`src/rtl/compose_pkg.sv`:
```
// Shared definitions for the multi-layer composition controller: FSM state
// encoding and default raster/layer geometry.
package compose_pkg;

  localparam int DEF_H_ACTIVE   = 640;
  localparam int DEF_V_ACTIVE   = 480;
  localparam int DEF_NUM_LAYERS = 4;

  typedef enum logic [1:0] {
    IDLE       = 2'd0,
    REQ_BG     = 2'd1,
    WAIT_FETCH = 2'd2,
    COMPOSE    = 2'd3
  } compose_state_e;

endpackage

```
`src/rtl/raster_xy_counter.sv`:
```
// Raster position counter: steps x across a line, y down the frame, and wraps
// both to the origin after the last pixel of the frame.
module raster_xy_counter #(
  parameter int H_ACTIVE = 640,
  parameter int V_ACTIVE = 480,
  parameter int X_W      = $clog2(H_ACTIVE),
  parameter int Y_W      = $clog2(V_ACTIVE)
) (
  input  logic           clk,
  input  logic           rst_n,
  input  logic           advance,
  input  logic           clear,
  output logic [X_W-1:0] pixel_x,
  output logic [Y_W-1:0] pixel_y,
  output logic           last_pixel,
  output logic           wrap
);

  localparam logic [X_W-1:0] X_LAST = X_W'(H_ACTIVE - 1);
  localparam logic [Y_W-1:0] Y_LAST = Y_W'(V_ACTIVE - 1);
  localparam logic [X_W-1:0] X_ONE  = X_W'(32'd1);
  localparam logic [Y_W-1:0] Y_ONE  = Y_W'(32'd1);

  logic [X_W-1:0] x_r;
  logic [Y_W-1:0] y_r;

  assign pixel_x    = x_r;
  assign pixel_y    = y_r;
  assign last_pixel = (x_r == X_LAST) && (y_r == Y_LAST);
  assign wrap       = advance && last_pixel && !clear;

  // Position registers; clear overrides advance.
  always_ff @(posedge clk or negedge rst_n) begin
    if (!rst_n) begin
      x_r <= {X_W{1'b0}};
      y_r <= {Y_W{1'b0}};
    end else if (clear) begin
      x_r <= {X_W{1'b0}};
      y_r <= {Y_W{1'b0}};
    end else if (advance) begin
      if (x_r == X_LAST) begin
        x_r <= {X_W{1'b0}};
        y_r <= (y_r == Y_LAST) ? {Y_W{1'b0}} : (y_r + Y_ONE);
      end else begin
        x_r <= x_r + X_ONE;
      end
    end
  end

endmodule

```
`src/rtl/multi_layer_compose_ctrl.sv`:
```
// Sequences background read, layer fetch and pixel write for each output pixel
// of a frame, tracking raster position and background starvation.
module multi_layer_compose_ctrl
  import compose_pkg::*;
#(
  parameter int H_ACTIVE   = DEF_H_ACTIVE,
  parameter int V_ACTIVE   = DEF_V_ACTIVE,
  parameter int NUM_LAYERS = DEF_NUM_LAYERS,
  parameter int UNDERRUN_W = 16,
  parameter int X_W        = $clog2(H_ACTIVE),
  parameter int Y_W        = $clog2(V_ACTIVE)
) (
  input  logic                  clk,
  input  logic                  rst_n,
  input  logic                  frame_start,
  input  logic                  layers_ready,
  input  logic                  bg_valid,
  input  logic [NUM_LAYERS-1:0] layer_busy,
  input  logic [NUM_LAYERS-1:0] layer_en,
  input  logic                  wrfull,
  output logic                  bg_rdreq,
  output logic                  fetch_req,
  output logic                  wrreq,
  output logic                  pc_enable,
  output logic [X_W-1:0]        pixel_x,
  output logic [Y_W-1:0]        pixel_y,
  output logic                  frame_done,
  output logic                  busy,
  output logic [UNDERRUN_W-1:0] underrun_cnt
);

  localparam logic [UNDERRUN_W-1:0] UNDERRUN_MAX = {UNDERRUN_W{1'b1}};
  localparam logic [UNDERRUN_W-1:0] UNDERRUN_ONE = UNDERRUN_W'(32'd1);

  compose_state_e          state_r;
  logic [NUM_LAYERS-1:0]   en_q_r;
  logic [UNDERRUN_W-1:0]   underrun_r;
  logic                    frame_done_r;
  logic                    bg_rd_s;
  logic                    wr_s;
  logic                    last_s;
  logic                    wrap_s;

  // Strobes decode from the registered state; a restart masks them all.
  always_comb begin
    bg_rd_s = 1'b0;
    wr_s    = 1'b0;
    if (frame_start) begin
      bg_rd_s = 1'b0;
      wr_s    = 1'b0;
    end else begin
      case (state_r)
        REQ_BG:  bg_rd_s = !wrfull && bg_valid;
        COMPOSE: wr_s    = !wrfull;
        default: begin
          bg_rd_s = 1'b0;
          wr_s    = 1'b0;
        end
      endcase
    end
  end

  raster_xy_counter #(
    .H_ACTIVE (H_ACTIVE),
    .V_ACTIVE (V_ACTIVE),
    .X_W      (X_W),
    .Y_W      (Y_W)
  ) u_raster (
    .clk        (clk),
    .rst_n      (rst_n),
    .advance    (wr_s),
    .clear      (frame_start),
    .pixel_x    (pixel_x),
    .pixel_y    (pixel_y),
    .last_pixel (last_s),
    .wrap       (wrap_s)
  );

  // Control FSM with enable snapshot, starvation counter and done pulse.
  always_ff @(posedge clk or negedge rst_n) begin
    if (!rst_n) begin
      state_r      <= IDLE;
      en_q_r       <= {NUM_LAYERS{1'b0}};
      underrun_r   <= {UNDERRUN_W{1'b0}};
      frame_done_r <= 1'b0;
    end else begin
      frame_done_r <= wrap_s;
      if (frame_start) begin
        underrun_r <= {UNDERRUN_W{1'b0}};
      end else if ((state_r == REQ_BG) && !wrfull && !bg_valid &&
                   (underrun_r != UNDERRUN_MAX)) begin
        underrun_r <= underrun_r + UNDERRUN_ONE;
      end
      if (frame_start) begin
        state_r <= REQ_BG;
        en_q_r  <= layer_en;
      end else begin
        case (state_r)
          IDLE: begin
            if (layers_ready) begin
              state_r <= REQ_BG;
              en_q_r  <= layer_en;
            end
          end
          REQ_BG: begin
            if (bg_rd_s) state_r <= WAIT_FETCH;
          end
          // Fetchers answer one cycle late, so this state always lasts at least one cycle.
          WAIT_FETCH: begin
            if ((layer_busy & en_q_r) == {NUM_LAYERS{1'b0}}) state_r <= COMPOSE;
          end
          COMPOSE: begin
            if (wr_s) state_r <= last_s ? IDLE : REQ_BG;
          end
          default: state_r <= IDLE;
        endcase
      end
    end
  end

  assign bg_rdreq     = bg_rd_s;
  assign fetch_req    = bg_rd_s;
  assign wrreq        = wr_s;
  assign pc_enable    = wr_s;
  assign frame_done   = frame_done_r;
  assign busy         = (state_r != IDLE);
  assign underrun_cnt = underrun_r;

endmodule

```
`config.mk`:
```
export PLATFORM = sky130hd
export DESIGN_NAME = multi_layer_compose_ctrl
export DESIGN_NICKNAME = d
export VERILOG_FILES = /design/src/rtl/compose_pkg.sv /design/src/rtl/raster_xy_counter.sv /design/src/rtl/multi_layer_compose_ctrl.sv
export SDC_FILE = /design/constraint.sdc
export NUM_CORES = 1
export LEC_CHECK = 0
export CORE_UTILIZATION = 50
export CTS_BUF_LIST = sky130_fd_sc_hd__clkbuf_8 sky130_fd_sc_hd__clkbuf_16
export DETAILED_ROUTE_END_ITERATION = 12
export GPL_ROUTABILITY_DRIVEN = 0
export GPL_TIMING_DRIVEN = 0
export PLACE_DENSITY = 0.8
export REMOVE_ABC_BUFFERS = 1
export SYNTH_ARGS = -nofsm -noshare
export SYNTH_HDL_FRONTEND = slang
export SYNTH_SLANG_ARGS = --single-unit
```
`constraint.sdc`:
```
create_clock -name clk -period 2.85 [get_ports clk]
set_input_delay 0.57 -clock clk [delete_from_list [all_inputs] [get_ports clk]]
set_output_delay 0.57 -clock clk [all_outputs]
set_load 0.03 [all_outputs]
```
* Word-level counts from Yosys, hierarchy flattened
Cells that the tools add are included.
Storage, ports and cells: ROM bits 0, bits in latches 0, RAM bits 0, bits in registers 42, memories kept 0
Cells by class: bitwise gates (word level) 1, order comparisons 0, shift-type cells 0, add/subtract/negate cells 3, reductions and logical operators 21, multipliers 0, div/mod/pow operators 0, mux-type cells 23, eq/ne operators 10
Operator list (count):
- two-way mux 9 bit | 4
- two-way mux 16 bit | 2
- two-way mux 10 bit | 3
- adder 16 x 1 -> 16 bit (second input constant) | 1
- inequality test 16 bit (second input constant) | 1
- two-way mux 4 bit | 3
- nonzero test 2 bit | 6
- adder 10 x 1 -> 10 bit (second input constant) | 1
- == test 10 bit (second input constant) | 1
- two-way mux 2 bit | 5
- adder 9 x 1 -> 9 bit (second input constant) | 1
- == test 9 bit (second input constant) | 1
- inequality test 3 bit (second input constant) | 3
- one-hot mux 2 bit (4 select lines) | 1
- logical AND 1 bit | 7
- two-way mux 1 bit | 5
- AND 4 bit | 1
- == test 2 bit (second input constant) | 2
- zero test 4 bit | 1
- AND reduction 2 bit | 2
- AND reduction 4 bit | 1
- zero test 1 bit | 3
- inequality test 3 x 2 -> 1 bit (second input constant) | 1
- == test 2 x 1 -> 1 bit (second input constant) | 1
- zero test 2 bit | 1

* Depth between registers and ports, before layout
Gate-level depths: netlist of run 1.
depth after elaboration 7, depth in mapped cells 6, depth with buffers taken out 6

* By module
A second synthesis of run 1 with hierarchy kept.
Second synthesis, totals: cell total of the unflattened synthesis 258, area, all modules 2531.2 µm²
Modules (own cells, without submodules):
- multi_layer_compose_ctrl | cells each 140, area an instance 1416.4 µm², times used 1
- raster_xy_counter | cells each 118, area an instance 1114.8 µm², times used 1

* Worst setup path before layout of run 1
No wires, ideal clock.
kind in2out, from input port frame_start, to output port fetch_req, required time 2.280 ns, setup slack -0.046 ns, cell stages on the path 4, arrival time 2.326 ns, cell sequence clkbuf_1 -> clkbuf_1 -> nor4bb_1 -> buf_4
Between the ends: longest elaborated chain between the ends 1
Ends and longest elaborated chain:
- from (decl) | line multi_layer_compose_ctrl.sv:15 | input logic frame_start,
- two-way mux 1 bit | line multi_layer_compose_ctrl.sv:48 | if (frame_start) begin
- to (decl) | line multi_layer_compose_ctrl.sv:22 | output logic fetch_req,
No other way between the ends.

* Final worst setup path of run 1
from input port wrfull, to output port pc_enable
Between the ends: longest elaborated chain between the ends 3
Ends and longest elaborated chain:
- from (decl) | line multi_layer_compose_ctrl.sv:20 | input logic wrfull,
- zero test 1 bit | line multi_layer_compose_ctrl.sv:54 | COMPOSE: wr_s = !wrfull;
- two-way mux 1 bit | line multi_layer_compose_ctrl.sv:52 | case (state_r)
- two-way mux 1 bit | line multi_layer_compose_ctrl.sv:48
- to (decl) | line multi_layer_compose_ctrl.sv:24 | output logic pc_enable,
No other way between the ends.

==> impl_metrics.tcl, run 1 <==
set metrics [dict create \
    share_of_cells_above_drive_strength_1_pct 9.70 \
    vdd_ir_drop_max_v 0.000257 \
    result_of_the_run "complete, no violations" \
    clock_tree.htree_level_count 2 \
    min_period_over_period_pct 97.1 \
    synthCells 249 \
    worst_hold_slack_ns 0.253 \
    route.vias.total 2131 \
    route.antenna.remaining_nets 0 \
    crit_path_end_kind "primary output" \
    port_buffers 54 \
    grt_first_pass_wirelength_mm 9.12 \
    fin_skew_ns 0.00482 \
    grt_remaining_overflow 0 \
    ys_types 57 \
    grtUsageTotal_pct 22.2 \
    num_rows 24 \
    crit_path_max_incr_delay_ns 0.71 \
    power.share.sequential_pct 48.8 \
    max_cap_violations 0 \
    setup_viol 0 \
    first_global_vias 1967 \
    worstPathRequired_ns 2.28 \
    ctsLongestPathBuffers 2 \
    fmaxAchievable_ghz 0.361 \
    drt_pass1_iterations 4 \
    synth.top_cell.area_share_pct 43.3 \
    final_hold_viol_count 0 \
    cp_cell_sequence "clkdlybuf4s50_1, nand2b_4, nor2_1, clkdlybuf4s50_1" \
    die-width_um 71.7 \
    finalMaxSlewViolations 0 \
    yosys.area.top_type "sky130_fd_sc_hd__dfrtp_1" \
    timing.slew.headroom_pct 47.5 \
    numCtsBuffers 5 \
    critical_path_peak_fanout 6 \
    pwr-share-clk_pct 28.4 \
    half_perimeter_wire_length_after_placement_mm 3.74 \
    dieArea_mm2 0.00514 \
    power.density_cell_area_mw_per_mm2 436 \
    yosys_warnings 0 \
    postSynth.asyncResetShare_pct 100 \
    min_path_type "in2async" \
    period_minus_slack_ns 2.77 \
    syn_area_per_cell_um2 9.75 \
    comb_power_share_pct 22.9 \
    clk_pin_slew_worst_paths_ns 0.08 \
    power_switching_uw 393 \
    maximum_number_of_pins_on_one_net_before_global_route_repair 45 \
    insertion_delay_ns 0.29 \
    cts_num_sinks 42 \
    cts_root_buf "sky130_fd_sc_hd__clkbuf_8" \
    avgViaCountPerCell 6.07 \
    p_leak_nw 1.27 \
    intPower_uw 947 \
    grt_setup_unrepaired "false" \
    drt-total-wl_mm 5.26 \
    drc 0 \
    synth_flop_cell "sky130_fd_sc_hd__dfrtp_1" \
    detail_route.wl_per_cell_um 15.0 \
    worst-slew-pin-transition_ns 0.787 \
    cts_setup_buffers 0 \
    die_h_um 71.7 \
    synth_edf_count 0 \
    cts_hold_repair.buffers 0 \
    worst_path_most_repeated_cell "sky130_fd_sc_hd__clkdlybuf4s50_1" \
    floorplan.io_pins 55 \
    start_util_pct 53.9 \
    cp_slowest_cell "sky130_fd_sc_hd__clkdlybuf4s50_1" \
    netlist_area_mm2 0.00243 \
    core_area_mm2 0.00450 \
    antennaDiodeCount 0 \
    layout_overhead_on_the_synthesized_area_pct 26.6 \
    layout.nets 321 \
    grt_antenna_before_repair 0 \
    setup.worst_path.class "in2out" \
    setup-tns-final_ns 0 \
    worstSetupStartpointType "input pin" \
    ys_seq_elements 42 \
    tritoncts "built" \
    first_iter_violations 163 \
    synth.top_cells.by_area "sky130_fd_sc_hd__dfrtp_1, sky130_fd_sc_hd__a21oi_1, sky130_fd_sc_hd__mux2_2" \
    synth-seq-area-share_pct 43.3 \
    sw_frac_of_total_pct 29.3 \
    cp_data_arrival_time_ns 2.20 \
]
stage by stage:
stage / utilization (%) / setup slack, ns / instances / power (mW) / cell area [µm²]
finish: 68.3 / 0.0833 / 351 / 1.34 / 3070
global route: 68.3 / 0.0263 / 351 / 1.42 / 3070
CTS: 68.3 / 0.106 / 351 / 1.36 / 3070
detailed placement: 66.5 / -0.0807 / 345 / 0.976 / 2990
global placement: 66.1 / -0.998 / 344 / 0.965 / 2980
floorplan: - / -0.140 / 238 / 0.858 / 2370
synth_stat cells (3+ instances only):
master,instances
sky130_fd_sc_hd__dfrtp_1,42
sky130_fd_sc_hd__inv_1,7
sky130_fd_sc_hd__and4_1,3
sky130_fd_sc_hd__or3_2,3
sky130_fd_sc_hd__and3_1,10
sky130_fd_sc_hd__and2_1,3
sky130_fd_sc_hd__ha_1,7
sky130_fd_sc_hd__or4_1,4
sky130_fd_sc_hd__o211ai_1,3
sky130_fd_sc_hd__a21oi_1,22
sky130_fd_sc_hd__clkbuf_1,7
sky130_fd_sc_hd__nor3_1,6
sky130_fd_sc_hd__o21ai_0,11
sky130_fd_sc_hd__nor2_1,14
sky130_fd_sc_hd__nand2_1,17
sky130_fd_sc_hd__nor2b_1,7
sky130_fd_sc_hd__nand3_1,9
sky130_fd_sc_hd__mux2_2,8
sky130_fd_sc_hd__a31oi_1,4
sky130_fd_sc_hd__xor2_1,6
sky130_fd_sc_hd__nand4_1,4
sky130_fd_sc_hd__or3_1,3
kinds of logic (layout without fill, tap and decap cells):
group,Yosys count,count (layout),share of synthesized area (%)
buf+inv,18,68,3.40
xor+xnor,7,7,2.53
compound gates,62,62,16.4
simple gates,103,103,26.2
fa+ha+maj,7,7,3.61
mux,10,10,4.54
flops,42,42,43.3
placed cells by master, fill, tap and decap left out, drive strengths merged, types with 3 or more instances in the layout:
master	n
xor2	6
inv	7
ha	7
nand3	9
clkdlybuf4s50	50
dfrtp	42
buf	3
mux2	8
clkbuf	6
nand2b	3
or3	6
nand4	5
and4	4
or4	5
nor2b	7
a31oi	4
o211ai	3
a21oi	22
nor4	3
nor2	14
nand2	17
o21ai	11
nor3	6
and3	11
and2	3
power groups by stage:
stage,combinational [mW],clock (mW),sequential [mW]
finish,0.306,0.380,0.653
global route,0.343,0.419,0.657
CTS,0.309,0.394,0.653
detailed placement,0.311,0,0.665
global placement,0.301,0,0.664
floorplan,0.186,0,0.672
flip-flops by register name (all words and copies together), names as in the netlist:
signal            count
en_q_r                4
frame_done            1
state_r               2
u_raster.pixel_x     10
u_raster.pixel_y      9
underrun_cnt         16
final timing paths:
path | endpoint | depth (start not counted) | slack, ns | from
max | pc_enable | 4 | 0.08 | wrfull
min | u_raster.pixel_x[7]$_DFFE_PN0P_ | 1 | 0.25 | rst_n
max reg2reg | underrun_cnt[9]$_DFFE_PN0P_ | 6 | 0.51 | state_r[1]$_DFFE_PN0P_
min reg2reg | en_q_r[2]$_DFFE_PN0P_ | 1 | 0.51 | en_q_r[2]$_DFFE_PN0P_
max in group asynchronous | underrun_cnt[15]$_DFFE_PN0P_ | 2 | 2.10 | rst_n
min in group clk | en_q_r[2]$_DFFE_PN0P_ | 1 | 0.51 | en_q_r[2]$_DFFE_PN0P_
critical path: cells and delay by family:
| kind | cells | cell delay, ns |
|---|---|---|
| and+or+nand+nor | 2 | 0.40 |
| buffers and inverters | 2 | 1.21 |
repair_timing:
action	CTS	global route
hold endpoints to repair	0	0
gates resized for setup	2	0
endpoints found under the setup margin	2	0
layer usage:
metal  GRT usage (%)  wire (µm)
met5               0          0
met4            6.54         36
met3            4.64        283
met2            35.7       2530
met1            30.5       2410
final cells by class:
| type | count | area [µm²] |
|---|---|---|
| multi-input cells | 189 | 1290 |
| fillers | 393 | 1430 |
| inverters | 7 | 26.3 |
| clock buffers | 6 | 82.6 |
| flip-flops and latches | 42 | 1050 |
| repair buffers | 55 | 556 |
| well taps | 52 | 65.1 |
(Power assumes the default switching activity.)
==> run 2: changes to the inputs <==
CORE_UTILIZATION = 41   (was 50)
PLACE_DENSITY = 0.67   (was 0.8)
==> run 2 against run 1 <==
Effect of this change: utilization down 13 points; cell area up 1.0%; critical path type unchanged; clock power up 3%; global-route usage down 3.5 points; register-to-register slack about the same; die area up 21%; largest power group unchanged; critical endpoint is now bg_rdreq.
==> impl_metrics.tcl, run 2 (synthesis results as in run 1) <==
set metrics [dict create \
    result_of_the_run "complete, no violations" \
    power.density_cell_area_mw_per_mm2 436 \
    place_ws_ns -0.0145 \
    period_minus_slack_ns 2.57 \
    grt_first_pass_wirelength_mm 9.24 \
    die-width_um 78.9 \
    setup_viol 0 \
    p_leak_nw 1.31 \
    layout.nets 321 \
    tritoncts "built" \
    layout_setup_ws_ns 0.285 \
    drc 0 \
    floorplan.io_pins 55 \
    worstSetupStartpointType "input pin" \
    layout.cells.most_common_list "sky130_fd_sc_hd__clkdlybuf4s50_1, sky130_fd_sc_hd__dfrtp_1, sky130_fd_sc_hd__a21oi_1" \
    maximum_number_of_pins_on_one_net_before_global_route_repair 45 \
    port_buffers 54 \
    largest_register_ffs 16 \
    fmaxAchievable_ghz 0.390 \
    first_iter_violations 92 \
    detail_route.wl_per_cell_um 15.0 \
    grt_setup_unrepaired "false" \
    route.vias.total 2155 \
    die_h_um 78.9 \
    core_area_mm2 0.00561 \
    worst-slew-pin-transition_ns 0.784 \
    fillers 542 \
    avgViaCountPerCell 5.78 \
    grt_antenna_before_repair 0 \
    cts_root_buf "sky130_fd_sc_hd__clkbuf_8" \
    finalPower_mw 1.35 \
    vdd_ir_drop_max_v 0.000201 \
    timing.slew.headroom_pct 47.7 \
    grtUsageTotal_pct 18.7 \
    drt_pass1_iterations 4 \
    reg2reg_slack_ns 0.50 \
    drt-total-wl_mm 5.60 \
    share_of_cells_above_drive_strength_1_pct 9.97 \
    antennaDiodeCount 0 \
    finalMaxSlewViolations 0 \
    route.antenna.remaining_nets 0 \
    worstPathRequired_ns 2.28 \
    grt_remaining_overflow 0 \
    min_period_over_period_pct 90.0 \
    setup.worst_path.class "in2out" \
    start_util_pct 43.3 \
    numCtsBuffers 5 \
    dieArea_mm2 0.00623 \
    r2r.worst_path.cells 6 \
    clock_tree.htree_level_count 2 \
    cts_num_sinks 42 \
    fin_skew_ns 0.00384 \
    crit_path_end_kind "primary output" \
    clk_pin_slew_worst_paths_ns 0.08 \
    num_rows 27 \
    cp_data_arrival_time_ns 2.00 \
    layout_overhead_on_the_synthesized_area_pct 27.9 \
    first_global_vias 2007 \
    final_hold_viol_count 0 \
    min_path_type "in2async" \
    half_perimeter_wire_length_after_placement_mm 3.95 \
    layout.cells.most_common "sky130_fd_sc_hd__clkdlybuf4s50_1" \
    cts_setup_buffers 0 \
    critical_path_peak_fanout 3 \
    insertion_delay_ns 0.29 \
    max_cap_violations 0 \
    cts_hold_repair.buffers 0 \
    ctsLongestPathBuffers 2 \
]
## run 2: power breakdown
group          leakage [nW]  internal, mW  switching, mW  total, mW
clock                0.0524         0.192          0.201      0.393
combinational         0.685         0.133          0.172      0.306
sequential            0.572         0.625         0.0307      0.656
## run 2: layout make-up
type                            instances  area, µm²  area share (%)
Clock inverter                          2       8.76           0.282
Tap cell                               72       90.1            2.90
Clock buffer                            6       82.6            2.66
Timing Repair Buffer                   55        553            17.8
Inverter                                7       26.3           0.846
Sequential cell                        42       1050            33.8
Multi-Input combinational cell        189       1290            41.7
## run 2: repair_timing
item / in CTS / in global routing
endpoints found under the setup margin: 2 / 2
pin swaps: 0 / 0
gates resized for setup: 2 / 2
## run 2: routing by layer
metal	share of wire (%)	global-route usage [%]	vias up
met2	49	32.2	56
met1	46	23.7	1055
met3	4.3	3.56	4
met4	0.71	5.82	0
met5	0	0	-
li1	-	-	1040
## run 2: critical path, cell delays in order
cell	delay, ns
sky130_fd_sc_hd__clkdlybuf4s50_1	0.52
sky130_fd_sc_hd__nor4bb_1	0.45
sky130_fd_sc_hd__dlygate4sd2_1	0.46
## run 2: final timing paths
check,start,endpoint
hold reg to reg,en_q_r[2]$_DFFE_PN0P_,en_q_r[2]$_DFFE_PN0P_
hold / removal,rst_n,u_raster.pixel_x[7]$_DFFE_PN0P_
max in group asynchronous,rst_n,underrun_cnt[8]$_DFFE_PN0P_
min in group clk,en_q_r[2]$_DFFE_PN0P_,en_q_r[2]$_DFFE_PN0P_
setup / recovery,bg_valid,bg_rdreq
setup reg to reg,state_r[1]$_DFFE_PN0P_,underrun_cnt[9]$_DFFE_PN0P_
## run 2: per-stage QoR
| stage | instance area [µm²] | utilization (%) | hold slack [ns] | cells | setup TNS [ns] |
|---|---|---|---|---|---|
| 6_report | 3110 | 55.4 | 0.204 | 373 | 0 |
| 5_1_grt | 3110 | 55.4 | 0.228 | 373 | 0 |
| 4_1_cts | 3100 | 55.3 | 0.219 | 373 | 0 |
| 3_5_place_dp | 3010 | 53.7 | 0.498 | 365 | -0.0225 |
| 3_3_place_gp | 3000 | 53.5 | 0.494 | 364 | -7.65 |
| 2_1_floorplan | 2370 | - | 0.274 | 238 | -0.279 |
